$ cat config.mk
export PLATFORM = sky130hd
export DESIGN_NAME = id_ex_stage
export DESIGN_NICKNAME = d
export VERILOG_FILES = /design/src/rtl/decode_pkg.sv /design/src/rtl/id_ex_hazard.sv /design/src/rtl/id_ex_stage.sv
export SDC_FILE = /design/constraint.sdc
export NUM_CORES = 1
export LEC_CHECK = 0
export BUFFER_PORTS_ARGS = -buffer_cell sky130_fd_sc_hd__buf_2
export CORE_MARGIN = 2
export CORE_UTILIZATION = 44
export DETAILED_ROUTE_END_ITERATION = 16
export GPL_TIMING_DRIVEN = 0
export HOLD_SLACK_MARGIN = 0.03
export PLACE_DENSITY = 0.8
export SLEW_MARGIN = 20
export SYNTH_ARGS = -nofsm -noshare
export SYNTH_HDL_FRONTEND = slang
export SYNTH_SLANG_ARGS = --single-unit
$ cat constraint.sdc
create_clock -name clk -period 3.24 [get_ports clk]
set_clock_uncertainty 0.2 [all_clocks]
set_input_delay 0 -clock clk [delete_from_list [all_inputs] [get_ports clk]]
set_output_delay 0 -clock clk [all_outputs]
set_load 0.03 [all_outputs]
$ cat src/rtl/decode_pkg.sv
`default_nettype none
// ==========================================================================
// decode_pkg : shared decode types, default widths and index-match helper
// Rev 1.0
// ==========================================================================
package decode_pkg;

  localparam int DATA_W_DEFAULT = 32;
  localparam int ADDR_W_DEFAULT = 5;
  localparam int ZERO_REG       = 0;

  typedef struct packed {
    logic [3:0] alu_op;
    logic       alu_src;
    logic       mem_read;
    logic       mem_write;
    logic       reg_write;
  } ctrl_t;

  // Register-index equality, with the zero register excluded when it is hardwired
  function automatic logic idx_match(input logic [31:0] a,
                                     input logic [31:0] b,
                                     input logic        zero_hw);
    return (a == b) && !(zero_hw && (a == 32'(ZERO_REG)));
  endfunction

endpackage
`default_nettype wire

$ cat src/rtl/id_ex_hazard.sv
`default_nettype none
// ==========================================================================
// id_ex_hazard : load-use detection against the held entry and a one-cycle
//                shadow of the last load that left the stage
// Rev 1.0
// ==========================================================================
module id_ex_hazard
  import decode_pkg::*;
#(
  parameter int ADDR_W             = ADDR_W_DEFAULT,
  parameter bit ZERO_REG_HARDWIRED = 1'b1
) (
  input  logic              clk,
  input  logic              rst_n,
  input  logic              in_valid,
  input  logic [ADDR_W-1:0] rs1,
  input  logic [ADDR_W-1:0] rs2,
  input  logic              held_valid,
  input  logic              held_ready,
  input  logic              held_mem_read,
  input  logic [ADDR_W-1:0] held_rd,
  input  logic              flush,
  output logic              load_use
);

  logic              r_ld_vld;
  logic [ADDR_W-1:0] r_ld_rd;
  logic              w_held_load;
  logic              w_load_leaves;
  logic              w_hit_held;
  logic              w_hit_shadow;

  assign w_held_load   = held_valid & held_mem_read;
  assign w_load_leaves = w_held_load & held_ready & ~flush;

  assign w_hit_held   = idx_match(32'(rs1), 32'(held_rd), ZERO_REG_HARDWIRED)
                      | idx_match(32'(rs2), 32'(held_rd), ZERO_REG_HARDWIRED);
  assign w_hit_shadow = idx_match(32'(rs1), 32'(r_ld_rd), ZERO_REG_HARDWIRED)
                      | idx_match(32'(rs2), 32'(r_ld_rd), ZERO_REG_HARDWIRED);

  assign load_use = in_valid & ((w_held_load & w_hit_held) | (r_ld_vld & w_hit_shadow));

  // Shadow lives for exactly the cycle after a load is consumed by EX
  always_ff @(posedge clk or negedge rst_n) begin
    if (!rst_n) begin
      r_ld_vld <= 1'b0;
      r_ld_rd  <= '0;
    end else begin
      r_ld_vld <= w_load_leaves;
      if (w_load_leaves) begin
        r_ld_rd <= held_rd;
      end
    end
  end

endmodule
`default_nettype wire

$ cat src/rtl/id_ex_stage.sv
`default_nettype none
// ==========================================================================
// id_ex_stage : one-entry decode-to-execute buffer with load-use bubble,
//               flush, and optional writeback bypass (ID_EX_WB_BYPASS_EN)
// Rev 1.0
// ==========================================================================
module id_ex_stage
  import decode_pkg::*;
#(
  parameter int DATA_W             = DATA_W_DEFAULT,
  parameter int ADDR_W             = ADDR_W_DEFAULT,
  parameter bit ZERO_REG_HARDWIRED = 1'b1
) (
  input  logic              clk,
  input  logic              rst_n,
  input  logic              in_valid,
  output logic              in_ready,
  input  logic [ADDR_W-1:0] Rs1,
  input  logic [ADDR_W-1:0] Rs2,
  input  logic [ADDR_W-1:0] rd,
  input  logic [DATA_W-1:0] Rout1,
  input  logic [DATA_W-1:0] Rout2,
  input  logic [DATA_W-1:0] imm,
  input  ctrl_t             ctrl,
  input  logic              flush,
  input  logic              wb_en,
  input  logic [ADDR_W-1:0] wb_rd,
  input  logic [DATA_W-1:0] wb_data,
  output logic              out_valid,
  input  logic              out_ready,
  output logic [ADDR_W-1:0] out_rs1,
  output logic [ADDR_W-1:0] out_rs2,
  output logic [ADDR_W-1:0] out_rd,
  output logic [DATA_W-1:0] out_op1,
  output logic [DATA_W-1:0] out_op2,
  output logic [DATA_W-1:0] out_imm,
  output ctrl_t             out_ctrl
);

  logic              r_valid;
  logic [ADDR_W-1:0] r_rs1;
  logic [ADDR_W-1:0] r_rs2;
  logic [ADDR_W-1:0] r_rd;
  logic [DATA_W-1:0] r_op1;
  logic [DATA_W-1:0] r_op2;
  logic [DATA_W-1:0] r_imm;
  ctrl_t             r_ctrl;

  logic              w_load_use;
  logic              w_accept;
  logic [DATA_W-1:0] w_cap_op1;
  logic [DATA_W-1:0] w_cap_op2;
  logic [DATA_W-1:0] w_hold_op1;
  logic [DATA_W-1:0] w_hold_op2;

  id_ex_hazard #(
    .ADDR_W             (ADDR_W),
    .ZERO_REG_HARDWIRED (ZERO_REG_HARDWIRED)
  ) u_hazard (
    .clk           (clk),
    .rst_n         (rst_n),
    .in_valid      (in_valid),
    .rs1           (Rs1),
    .rs2           (Rs2),
    .held_valid    (r_valid),
    .held_ready    (out_ready),
    .held_mem_read (r_ctrl.mem_read),
    .held_rd       (r_rd),
    .flush         (flush),
    .load_use      (w_load_use)
  );

  assign in_ready = (~r_valid | out_ready) & ~w_load_use & ~flush;
  assign w_accept = in_valid & in_ready;

`ifdef ID_EX_WB_BYPASS_EN
  // Writeback landing this cycle is newer than what the register file returned
  always_comb begin
    w_cap_op1  = Rout1;
    w_cap_op2  = Rout2;
    w_hold_op1 = r_op1;
    w_hold_op2 = r_op2;
    if (wb_en && idx_match(32'(wb_rd), 32'(Rs1), ZERO_REG_HARDWIRED))   w_cap_op1  = wb_data;
    if (wb_en && idx_match(32'(wb_rd), 32'(Rs2), ZERO_REG_HARDWIRED))   w_cap_op2  = wb_data;
    if (wb_en && idx_match(32'(wb_rd), 32'(r_rs1), ZERO_REG_HARDWIRED)) w_hold_op1 = wb_data;
    if (wb_en && idx_match(32'(wb_rd), 32'(r_rs2), ZERO_REG_HARDWIRED)) w_hold_op2 = wb_data;
  end
`else
  logic w_unused_wb;
  assign w_unused_wb = ^{wb_en, wb_rd, wb_data};

  always_comb begin
    w_cap_op1  = Rout1;
    w_cap_op2  = Rout2;
    w_hold_op1 = r_op1;
    w_hold_op2 = r_op2;
  end
`endif

  always_ff @(posedge clk or negedge rst_n) begin
    if (!rst_n) begin
      r_valid <= 1'b0;
      r_rs1   <= '0;
      r_rs2   <= '0;
      r_rd    <= '0;
      r_op1   <= '0;
      r_op2   <= '0;
      r_imm   <= '0;
      r_ctrl  <= '0;
    end else if (flush) begin
      r_valid <= 1'b0;
    end else if (w_accept) begin
      r_valid <= 1'b1;
      r_rs1   <= Rs1;
      r_rs2   <= Rs2;
      r_rd    <= rd;
      r_op1   <= w_cap_op1;
      r_op2   <= w_cap_op2;
      r_imm   <= imm;
      r_ctrl  <= ctrl;
    end else if (r_valid && out_ready) begin
      r_valid <= 1'b0;
    end else if (r_valid) begin
      r_op1 <= w_hold_op1;
      r_op2 <= w_hold_op2;
    end
  end

  assign out_valid = r_valid;
  assign out_rs1   = r_rs1;
  assign out_rs2   = r_rs2;
  assign out_rd    = r_rd;
  assign out_op1   = r_op1;
  assign out_op2   = r_op2;
  assign out_imm   = r_imm;
  assign out_ctrl  = r_ctrl;

endmodule
`default_nettype wire
---- Word-level counts from Yosys, hierarchy flattened ----
Index checks and enable logic that the tools add are counted.
operators by class
  $add $sub $neg .......................... 0
  multiply operators ...................... 0
  div/mod/pow operators ................... 0
  magnitude comparators ................... 0
  equality and inequality tests ........... 4
  shifts and indexed selects .............. 0
  mux-type cells .......................... 3
  bitwise operators ....................... 16
  reductions and logical operators ........ 11
operators with widths
  operator             count
  == test 5 bit        4
  zero test 5 bit      2
  AND 1 bit            9
  logical AND 1 bit    5
  OR 1 bit             4
  two-way mux 1 bit    3
  inverter 1 bit       3
  nonzero test 3 bit   1
  zero test 1 bit      2
  AND reduction 2 bit  1
storage, ports and cells
  flip-flop bits (word level) ............. 126
  bits in latches ......................... 0
  RAM bits ................................ 0
  bits in read-only memories .............. 0
  bits of input ports ..................... 162
  output and inout port bits .............. 121
  logic and storage cells ................. 48
  memories kept ........................... 0

---- Depth between registers and ports, before layout ----
  depth in word-level cells ............... 13
  depth in mapped cells ................... 8
  depth with buffers taken out ............ 6

---- Modules after synthesis ----
Synthesis repeated with hierarchy kept, for this count alone.
second synthesis, totals
  cell total of the unflattened synthesis .. 318
  area total of the unflattened synthesis .. 5362.6 µm²
by module, submodules not included
  module        times used  cells an instance  area each (µm²)  sequential area each (µm²)
  id_ex_stage   1           257                4874.7           3002.9
  id_ex_hazard  1           61                 488.0            150.1

---- Worst setup path before layout ----
OpenSTA, ideal clock, no wires.
  kind .................................... reg2reg
  start point ............................. register u_hazard.r_ld_rd[2]
  end point ............................... register r_op1[0], in the netlist out_op1[0]
  setup time .............................. 0.125 ns
  data arrival time ....................... 2.002 ns
  data required time ...................... 2.915 ns
  setup slack ............................. 0.913 ns
  cell stages (with the launch flop) ...... 9
  path buffers ............................ 2
  clock period less this slack ............ 2.327 ns
  cell sequence ........................... dfrtp_1 xnor2_1 nand3_1 nor4_1 a2111oi_4 nand2_2 buf_6 buf_6 mux2_4
between the ends
  longest elaborated chain between the ends .. 11
  elaborated cells between the ends (all ways) .. 13
  those cells by class .................... 2 x eq/ne; 8 x bitwise; 3 x reduce/logical
RTL lines
  element                            RTL line            source
  start: declaration                 id_ex_hazard.sv:27  logic [ADDR_W-1:0] r_ld_rd;
  start signal: assignment           id_ex_hazard.sv:51  r_ld_rd <= held_rd;
  == test 5 bit                      decode_pkg.sv:24    return (a == b) && !(zero_hw && (a == 32'(ZERO_REG)));
  logical AND 1 bit                  decode_pkg.sv:24
  OR 1 bit (*)                       id_ex_hazard.sv:39  | idx_match(32'(rs2), 32'(r_ld_rd), ZERO_REG_HARDWIRED);
  AND 1 bit (*)                      id_ex_hazard.sv:41  assign load_use = in_valid & ((w_held_load & w_hit_held) | (r_ld_vld & w_hit_shadow));
  OR 1 bit (*)                       id_ex_hazard.sv:41
  AND 1 bit (*)                      id_ex_hazard.sv:41
  inverter 1 bit (*)                 id_ex_stage.sv:73   assign in_ready = (~r_valid | out_ready) & ~w_load_use & ~flush;
  AND 1 bit (*) (2 in series)        id_ex_stage.sv:73
  AND 1 bit (*)                      id_ex_stage.sv:74   assign w_accept = in_valid & in_ready;
  AND reduction 2 bit (no line) (*)  -
  end signal: assignment             id_ex_stage.sv:117  r_op1 <= w_cap_op1;
  end signal: assignment             id_ex_stage.sv:124  r_op1 <= w_hold_op1;
  end: declaration                   id_ex_stage.sv:44   logic [DATA_W-1:0] r_op1;
Every way passes the cells marked *; elsewhere a longest branch is shown, timed or not.
A chain may end at the register's enable or synchronous reset.

---- Final worst setup path ----
  start point ............................. input port Rs1[2]
  end point ............................... register r_op2[30], in the netlist out_op2[30]
between the ends
  longest elaborated chain between the ends .. 12
  elaborated cells between the ends (all ways) .. 17
  those cells by class .................... 2 x eq/ne; 10 x bitwise; 5 x reduce/logical
RTL lines
  element                             RTL line                                source
  start: declaration                  id_ex_stage.sv:18                       input logic [ADDR_W-1:0] Rs1,
  zero test 5 bit                     decode_pkg.sv:24
  zero test 1 bit                     decode_pkg.sv:24
  logical AND 1 bit                   decode_pkg.sv:24
  OR 1 bit, on equally long branches  id_ex_hazard.sv:37, id_ex_hazard.sv:39
  AND 1 bit                           id_ex_hazard.sv:41
  OR 1 bit (*)                        id_ex_hazard.sv:41
  AND 1 bit (*)                       id_ex_hazard.sv:41
  inverter 1 bit (*)                  id_ex_stage.sv:73
  AND 1 bit (*) (2 in series)         id_ex_stage.sv:73
  AND 1 bit (*)                       id_ex_stage.sv:74
  AND reduction 2 bit (no line) (*)   -
  end signal: assignment              id_ex_stage.sv:118                      r_op2 <= w_cap_op2;
  end signal: assignment              id_ex_stage.sv:125                      r_op2 <= w_hold_op2;
  end: declaration                    id_ex_stage.sv:45                       logic [DATA_W-1:0] r_op2;
Marked as above.

==> key figures <==
Timing
  • Min cycle time layout: roughly 2.9 ns
  • Crit share post-route: roughly 88%
  • Final setup fails: 0
  • Final TNS setup: 0 ns
  • RSZ-0062 raised after global routing: false
  • Tightest Pin Transition: 0.687 ns
  • Pins Over Slew Limit: 0
  • Final Hold Fails: 0
  • Peak Freq: 350 MHz
  • Worst rel slew slack: 53.8%

Power and ir drop
  • Total power: 0.00552 W
  • Pleak: 4.08 nW
  • Power per cell area: 662 mW/mm^2
  • Max IR drop VDD: 0.000491 V

Drt
  • Via Count: ~4.2k
  • WL/cell: 17.4 um
  • Drt first pass iters: 4
  • Initial DRC Count: 237
  • Vias per Instance: roughly 4.9
  • Antenna Nets Post-Route: 0
  • Drt total wl: ~15 mm
  • Drt drc: 0

Clock network
  • CTS tree: yes
  • CTS HTree Levels: 4
  • Skew-Pair Late Insertion Delay: 0.41 ns
  • Clock root buffer: clkbuf_16
  • # resized after CTS: 0
  • Sink Count: between 100 and 150
  • Clock slew at reported path FFs: approximately 0.05 ns
  • Clock buffer count from CTS: 17
  • CTS max path bufs: 2

Logic synthesis
  • Yosys cell types: 25
  • FFs w/ async S/R, synth: 100%
  • Post-synth EDFFs: 0
  • Synth warnings: 0
  • Register area share after synthesis: around 62%
  • Synth area leader: dfrtp_1
  • Post-synth top flop: dfrtp_1
  • Mapped cell area: 0.00506 mm^2
  • Syn nets: 483
  • Cell count after synthesis: about 320
  • Area contributors post-synth: dfrtp_1 (62%), mux2_2 (22%), mux2_4 (5.9%)
  • Synthesized area per cell: 15.8 um^2
  • Yosys reg bits: ~130
  • Post-synth top area share: 62.3%

Global route
  • Pin count of the biggest net entering global routing: 86
  • Gr ovfl total: 0
  • Initial antenna violation count: 0
  • First-pass GRT wire length: between 20 and 25 mm
  • Number of global-route vias before repair: 4813
  • Total GRT Usage: 24.8%

Critical path
  • Worst setup path class: in -> reg
  • Worst EP arrival: slightly below 3 ns
  • Max FO, Critical Path: 10
  • Crit path launch type: primary input
  • Worst EP required: 3.34 ns
  • Crit path capture type: flip-flop

Final layout
  • Diode count: 0
  • Area Growth Syn to Fin: 64.9%
  • Share of cells above drive strength 1: 56.2%
  • Nets: around 870

Die
  • CORE AREA: about 0.011 mm^2
  • Die ar.: 0.0124 mm^2
  • Chip width: 111 um
  • Initial Utilization: between 40% and 50%
  • Row cnt: 39
  • Die Height: 111 um
  • I/O pin total: 283

Placement
  • Port bufs: between 200 and 250
  • GP Congestion: roughly 0.8
  • Dpl hpwl: 8.87 mm

Min path
  • HP Class: in -> out

Status
  • Outcome: finished clean

Flow run
  • Max Cap Viol: 0
==> cell usage in the layout (no fill, tap or decap), drive strengths merged, types with 2 or more instances in the layout <==
master / count
nor4: 3
clkbuf: 25
xor2: 6
bufinv: 2
o21ai: 2
xnor2: 14
or4: 2
buf: 259
nand3: 4
nand2: 20
dlygate4sd3: 125
dfrtp: 126
nor2: 2
inv: 2
clkinv: 3
mux2: 118
==> path summary, 6_finish.rpt <==
kind	startpoint	endpoint	slack, ns	depth (start not counted)
max	Rs1[2]	out_op2[30]	0.38	10
min	in_valid	in_ready	0.11	3
max reg2reg	u_hazard.r_ld_rd[2]	out_op2[30]	0.38	8
min reg2reg	out_op1[13]	out_op1[13]	0.30	1
max in group asynchronous	rst_n	out_imm[27]	1.96	4
min in group asynchronous	rst_n	out_ctrl[0]	0.48	4
==> power by group <==
group / internal, W / switching [W] / total (W)
combinational: 0.000662 / 0.000951 / 0.00161
clock: 0.00120 / 0.000642 / 0.00185
sequential: 0.00187 / 0.000192 / 0.00206
==> flip-flops by register name, summed over array words and instances (netlist names) <==
| signal | flops |
|---|---|
| u_hazard.r_ld_vld | 1 |
| out_op1 | 32 |
| out_imm | 32 |
| out_rs1 | 5 |
| out_op2 | 32 |
| out_valid | 1 |
| out_ctrl | 8 |
| out_rs2 | 5 |
| u_hazard.r_ld_rd | 5 |
| out_rd | 5 |
==> Yosys cell counts, types with 2 or more instances <==
cell,instances
nand3_1,4
nor2_1,2
buf_2,9
xor2_1,6
nor4_1,3
or4_1,2
buf_6,3
dfrtp_1,126
mux2_4,20
inv_1,2
nand2_1,19
mux2_2,98
o21ai_0,2
xnor2_1,14
==> layout make-up <==
class / count / area (um^2)
clock buffers: 25 / 495
flip-flops and latches: 126 / 3150
inverters: 2 / 7.51
clock inverters: 6 / 82.6
plain buffers: 13 / 86.3
fillers: 686 / 2980
multi-input cells: 180 / 1810
well taps: 143 / 179
repair buffers: 371 / 2530
==> per-layer routing <==
layer	track usage, %	routed length, um	vias to the layer above
li1	-	-	1908
met1	26.4	5580	2090
met2	44.8	8010	201
met3	7.87	1010	44
met4	11.4	476	0
met5	0	0	-
==> kinds of logic after synthesis <==
logic type | share of synthesized area, %
AOI/OAI and AO/OA | 1.38
xor gates and xnor gates | 3.46
buffers and inverters | 1.85
DFF | 62.3
muxes | 27.7
and+or+nand+nor | 3.26
==> worst max-delay path: stages <==
cell and delay [ns]:
dlygate4sd3_1 0.54, buf_2 0.17, or4_1 0.51, nor2_1 0.15
nor4_1 0.13, a2111oi_4 0.43, nand2_2 0.29, buf_6 0.24
buf_6 0.17, mux2_4 0.31
==> per-stage QoR <==
| step | util, % | cell area, um^2 | setup slack (ns) | std cells | hold WS, ns |
|---|---|---|---|---|---|
| 2_1_floorplan | - | 5060 | 0.913 | 321 | -0.496 |
| 3_3_place_gp | 57.1 | 6460 | 0.469 | 708 | 0.0310 |
| 3_5_place_dp | 57.4 | 6490 | 0.398 | 709 | -0.260 |
| 4_1_cts | 73.7 | 8340 | 0.383 | 866 | 0.105 |
| 5_1_grt | 73.7 | 8340 | 0.282 | 866 | 0.129 |
| 6_report | 73.7 | 8340 | 0.379 | 866 | 0.111 |
==> timing repair <==
action	in CTS	in global routing
endpoints found under the hold margin	252	0
setup buffers	0	0
hold buffers	126	0
Power figures use the tool's default switching activity.
